<file path="config.mk">
export PLATFORM = sky130hd
export DESIGN_NAME = id_ex_stage
export DESIGN_NICKNAME = d
export VERILOG_FILES = /design/src/rtl/id_ex_stage.sv
export SDC_FILE = /design/constraint.sdc
export NUM_CORES = 1
export LEC_CHECK = 0
export CORE_MARGIN = 4
export CORE_UTILIZATION = 42
export CTS_CLUSTER_DIAMETER = 120
export DETAILED_ROUTE_END_ITERATION = 12
export GPL_TIMING_DRIVEN = 0
export PLACE_DENSITY = 0.81
export SETUP_SLACK_MARGIN = 0.2
export SYNTH_ARGS = -nofsm -noshare
export SYNTH_HDL_FRONTEND = slang
export SYNTH_SLANG_ARGS = --single-unit
</file>
<file path="constraint.sdc">
create_clock -name clk -period 3.15 [get_ports clk]
set_input_delay 0.315 -clock clk [delete_from_list [all_inputs] [get_ports clk]]
set_output_delay 0.315 -clock clk [all_outputs]
set_load 0.02 [all_outputs]
</file>
<file path="src/rtl/id_ex_stage.sv">
// id_ex_stage: ID/EX pipeline slot with operand selection, load-use and hold stalls.
// Macro ID_EX_FWD_EN enables MEM/WB forwarding; undefined, decode stalls on every RAW hazard.
module id_ex_stage #(
  parameter int XLEN = 32
) (
  input  logic            clk,
  input  logic            rst,
  input  logic            id_valid,
  input  logic [XLEN-1:0] id_pc,
  input  logic [XLEN-1:0] id_rs1_data,
  input  logic [XLEN-1:0] id_rs2_data,
  input  logic [XLEN-1:0] id_imm,
  input  logic [4:0]      id_rs1_addr,
  input  logic [4:0]      id_rs2_addr,
  input  logic [4:0]      id_rd_addr,
  input  logic [2:0]      id_op_type,
  input  logic            id_unsig,
  input  logic            id_a_sel,
  input  logic            id_b_sel,
  input  logic            id_mem_read,
  input  logic            id_mem_write,
  input  logic            id_reg_write,
  input  logic [4:0]      mem_rd_addr,
  input  logic            mem_reg_write,
  input  logic [XLEN-1:0] mem_result,
  input  logic [4:0]      wb_rd_addr,
  input  logic            wb_reg_write,
  input  logic [XLEN-1:0] wb_result,
  input  logic            flush,
  input  logic            ex_hold,
  output logic [XLEN-1:0] a_alu,
  output logic [XLEN-1:0] b_alu,
  output logic [2:0]      op_type,
  output logic            unsig,
  output logic            ex_valid,
  output logic [XLEN-1:0] ex_pc,
  output logic [XLEN-1:0] ex_store_data,
  output logic [4:0]      ex_rd_addr,
  output logic            ex_mem_read,
  output logic            ex_mem_write,
  output logic            ex_reg_write,
  output logic            stall_id
);

  typedef struct packed {
    logic            valid;
    logic [XLEN-1:0] pc;
    logic [XLEN-1:0] rs1_data;
    logic [XLEN-1:0] rs2_data;
    logic [XLEN-1:0] imm;
    logic [4:0]      rs1_addr;
    logic [4:0]      rs2_addr;
    logic [4:0]      rd_addr;
    logic [2:0]      op_type;
    logic            unsig;
    logic            a_sel;
    logic            b_sel;
    logic            mem_read;
    logic            mem_write;
    logic            reg_write;
  } slot_t;

  slot_t           slot_q, slot_d;
  logic            rs2_used, load_use, raw_hazard;
  logic [XLEN-1:0] rs1_fwd, rs2_fwd;

  // rs2 matters for register-register ops and as store data
  assign rs2_used = ~id_b_sel | id_mem_write;

  assign load_use = slot_q.valid & slot_q.mem_read & (slot_q.rd_addr != 5'd0) & id_valid &
                    ((id_rs1_addr == slot_q.rd_addr) |
                     ((id_rs2_addr == slot_q.rd_addr) & rs2_used));

`ifdef ID_EX_FWD_EN
  assign raw_hazard = 1'b0;

  always_comb begin
    rs1_fwd = slot_q.rs1_data;
    rs2_fwd = slot_q.rs2_data;
    if (slot_q.rs1_addr != 5'd0 && mem_reg_write && mem_rd_addr == slot_q.rs1_addr)
      rs1_fwd = mem_result;
    else if (slot_q.rs1_addr != 5'd0 && wb_reg_write && wb_rd_addr == slot_q.rs1_addr)
      rs1_fwd = wb_result;
    if (slot_q.rs2_addr != 5'd0 && mem_reg_write && mem_rd_addr == slot_q.rs2_addr)
      rs2_fwd = mem_result;
    else if (slot_q.rs2_addr != 5'd0 && wb_reg_write && wb_rd_addr == slot_q.rs2_addr)
      rs2_fwd = wb_result;
  end
`else
  logic rs1_raw, rs2_raw, unused_fwd;

  // WB-stage producers are covered by the write-first register file
  assign rs1_raw = (id_rs1_addr != 5'd0) &
                   ((slot_q.valid & slot_q.reg_write & (slot_q.rd_addr == id_rs1_addr)) |
                    (mem_reg_write & (mem_rd_addr == id_rs1_addr)));
  assign rs2_raw = (id_rs2_addr != 5'd0) & rs2_used &
                   ((slot_q.valid & slot_q.reg_write & (slot_q.rd_addr == id_rs2_addr)) |
                    (mem_reg_write & (mem_rd_addr == id_rs2_addr)));
  assign raw_hazard = id_valid & (rs1_raw | rs2_raw);
  assign rs1_fwd    = slot_q.rs1_data;
  assign rs2_fwd    = slot_q.rs2_data;
  assign unused_fwd = ^{mem_result, wb_rd_addr, wb_reg_write, wb_result,
                        slot_q.rs1_addr, slot_q.rs2_addr};
`endif

  assign stall_id = (ex_hold & ~flush) | load_use | raw_hazard;

  always_comb begin
    slot_d = slot_q;
    if (flush || (!ex_hold && (load_use || raw_hazard || !id_valid))) begin
      slot_d.valid     = 1'b0;
      slot_d.mem_read  = 1'b0;
      slot_d.mem_write = 1'b0;
      slot_d.reg_write = 1'b0;
    end else if (!ex_hold) begin
      slot_d.valid     = 1'b1;
      slot_d.pc        = id_pc;
      slot_d.rs1_data  = id_rs1_data;
      slot_d.rs2_data  = id_rs2_data;
      slot_d.imm       = id_imm;
      slot_d.rs1_addr  = id_rs1_addr;
      slot_d.rs2_addr  = id_rs2_addr;
      slot_d.rd_addr   = id_rd_addr;
      slot_d.op_type   = id_op_type;
      slot_d.unsig     = id_unsig;
      slot_d.a_sel     = id_a_sel;
      slot_d.b_sel     = id_b_sel;
      slot_d.mem_read  = id_mem_read;
      slot_d.mem_write = id_mem_write;
      slot_d.reg_write = id_reg_write;
    end
  end

  always_ff @(posedge clk) begin
    if (rst) slot_q <= '0;
    else     slot_q <= slot_d;
  end

  assign a_alu         = slot_q.a_sel ? slot_q.pc  : rs1_fwd;
  assign b_alu         = slot_q.b_sel ? slot_q.imm : rs2_fwd;
  assign ex_store_data = rs2_fwd;
  assign op_type       = slot_q.op_type;
  assign unsig         = slot_q.unsig;
  assign ex_valid      = slot_q.valid;
  assign ex_pc         = slot_q.pc;
  assign ex_rd_addr    = slot_q.rd_addr;
  assign ex_mem_read   = slot_q.mem_read;
  assign ex_mem_write  = slot_q.mem_write;
  assign ex_reg_write  = slot_q.reg_write;

endmodule

</file>
==> flow_summary.yaml <==
status:
  status: "complete, no violations"
logic_synthesis:
  ys_ff_latch: 143
  syn_area_mm2: 0.008098
  yosysTopAreaCell: "dfxtp_1"
  yosysUniqueCellTypes: 31
  async_reset_ff_share_pct: 0
  synth_cells: 812
  synth_warnings: 0
  avgSynthCellArea_um2: 9.973
  yosys-top-cells-count: "280 x nand2b_1, 143 x dfxtp_1, 139 x mux2i_1"
  ys_top_cells_by_area: "dfxtp_1 35%, nand2b_1 22%, mux2i_1 17%"
  synth_ff_type: "dfxtp_1"
  synth_enable_flop_cells: 0
  yosysMostFrequentCell: "nand2b_1"
  syn_nets: 1045
  netlist.area_leader.share_pct: 35.35
  ys_seq_area_share_pct: 35.35
critical_path:
  cp.arrival_ns: 2.59
  end_kind: "primary output"
  path_cells: "clkdlybuf4s50_1 > or4_4 > o21ba_1 > o2111a_1 > a311oi_4 > nand2_1 > a22o_1 > clkdlybuf4s15_1"
  start_kind: "input port"
  crit_start: "id_rs1_addr[1]"
  worstPathRequired_ns: 2.83
  cp.buffers_inverters: 2
  r2r-start: "ex_rd_addr[4]"
  critPathMaxFanout: 3
  cp_top_family: "compound AO/OA/AOI/OAI gates"
  r2r_setup_slack_ns: 0.58
  worstSetupEndpoint: "stall_id"
  cp_num_cells: 8
  critical_path.max_stage_delay_ns: 0.56
  r2r_end: "ex_pc[8]"
  cpMaxStageDelayCell: "or4_4"
  critPathKind: "input port to primary output"
  ff2ff_path_depth: 10
layout:
  final_cells: 1409
  multi_input_comb_area_mm2: 0.004272
  seq_area_mm2: 0.002863
  drive_gt1_share_pct: 16.64
  fill_cells: 1549
  synthToLayoutAreaGrowth_pct: 48.52
  layout.nets: 1368
power:
  p_leak_nw: 4.508
  p_total_mw: 4.720
  powerDensity_mw_per_mm2: 392.4
  ir_worst_vdd_v: 0.0003469
floorplanning:
  die_h_um: 146.9
  die_w_um: 146.9
  die_area_mm2: 0.02157
  rows: 50
  initial_core_util_pct: 43.00
  core_area_mm2: 0.01883
  ioPinCount: 375
sta:
  max_freq_mhz: 343.7
  hold_viol_final: 0
  rsz0062_at_grt: "true"
  fin_crit_sh_pct: 92.37
  setup_slack_ns: 0.2404
  finalSetupTns_ns: 0
  timing.slew.headroom_pct: 54.56
  fin_crit_ns: 2.910
  maxSlewViolCount: 0
  tightest_slew_ns: 0.6816
  setup_violations: 0
  clock-skew-final_ns: 0.007350
clocking:
  clkTransAtPathRegs_ns: 0.07
  cts_tree: "done"
  numCtsBuffers: 17
  clk_path_buf_depth: 2
  clk_latency_ns: 0.42
  clock_sinks: 143
  htree_levels: 4
  root_buffer: "clkbuf_16"
routing:
  routed_wl_mm: 23.71
  vias: 6523
  via_per_inst: 4.630
  drc: 0
  drtPass1Iterations: 4
  drt_iter0_markers: 164
  postRouteAntennaNets: 0
  wl_per_cell_um: 16.82
grt:
  antenna_found_initial: 2
  grt_pass1_vias: 6798
  grt_pass1_wl_mm: 37.45
  grt_max_degree: 17
  grt_overflow_total: 0
  grt_use_total_pct: 21.81
hold_path:
  hp-class: "input port to flop"
place:
  place.gp.congestion: 0.8482
  numPortBuffers: 303
  placedCellCount: 1375
  dp_worst_setup_slack_ns: -0.1627
  dp_hpwl_mm: 18.22
job:
  cap_violations: 0
-- registers in the layout, summed over array words and instances, names as in the netlist --
name	cells
ex_mem_read	1
ex_mem_write	1
ex_pc	32
ex_rd_addr	5
ex_reg_write	1
ex_store_data	32
ex_valid	1
op_type	3
rs1_fwd	32
slot_q	34
unsig	1
-- cell type report --
| class | instances | share of cell area (%) |
|---|---|---|
| Inverter | 3 | 0.09363 |
| Multi-Input combinational cell | 539 | 35.52 |
| Buffer | 127 | 8.021 |
| Timing Repair Buffer | 304 | 25.28 |
| Clock inverter | 13 | 0.9571 |
| Sequential cell | 143 | 23.80 |
| Tap cell | 260 | 2.705 |
| Clock buffer | 19 | 3.600 |
| Antenna cell | 1 | 0.02081 |
-- worst min path at each step --
stage / depth (start not counted) / to / from / slack, ns
floorplan: 2 / slot_q[24] / slot_q[24] / 0.45
global placement: 2 / ex_mem_write / ex_mem_write / 0.45
detailed placement: 2 / ex_mem_write / ex_mem_write / 0.46
CTS: 3 / ex_store_data[8] / id_rs2_data[8] / 0.44
global route: 3 / ex_store_data[19] / id_rs2_data[19] / 0.46
finish: 3 / ex_store_data[9] / id_rs2_data[9] / 0.46
-- worst reg2reg max path, cell delays in order, from the launching register on --
cell	delay, ns
dfxtp_1	0.37
nor4_1	0.29
a21oi_1	0.16
o2111a_1	0.31
a311oi_4	0.24
buf_4	0.19
and4_1	0.21
buf_4	0.16
buf_12	0.20
buf_12	0.18
mux2i_1	0.20
-- stage by stage --
step,cell area (um^2),util (%),hold slack [ns]
floorplan,8098,-,0.4452
global placement,11460,60.84,0.4530
detailed placement,11460,60.84,0.4580
CTS,12020,63.81,0.4430
global route,12030,63.87,0.4582
finish,12030,63.87,0.4561
-- power breakdown --
group	leakage (nW)	switching (mW)	internal (mW)	total, mW
registers	1.16	0.0457	1.87	1.92
clock network	0.260	0.835	1.09	1.92
logic	3.09	0.350	0.527	0.877
-- logic make-up after synthesis --
| family | synth area share, % |
|---|---|
| flops | 35.35 |
| xor+xnor | 1.947 |
| buf+inv | 11.94 |
| compound gates | 1.375 |
| mux | 26.08 |
| simple gates | 23.30 |
-- layout by cell type, fill, tap and decap left out, drive strengths merged, types with 3 or more instances in the layout --
cell,count
clkdlybuf4s50,302
mux2,64
clkinvlp,4
nand2b,280
buf,89
nor3,3
dfxtp,143
a21oi,4
nand4,4
clkbuf,58
nor2,4
mux2i,139
xnor2,8
nand2,7
nor4,3
inv,5
clkinv,6
xor2,10
-- timing repair --
item,4_1_cts,5_1_grt
hold endpoints to repair,0,0
endpoints found under the setup margin,31,7
resized for setup,5,6
buffers inserted,1,0
hold buffers,0,0
pin swaps,1,0
-- metal layers --
layer	routed length, um	track usage [%]	vias to the layer above	share of wire, %
met5	13	0	-	0.055
met4	403	5.738	2	1.7
met3	1933	7.804	29	8.2
met2	11270	36.99	234	48
met1	10080	26.28	3007	43
li1	-	-	3251	-
Power figures use the tool's default switching activity.
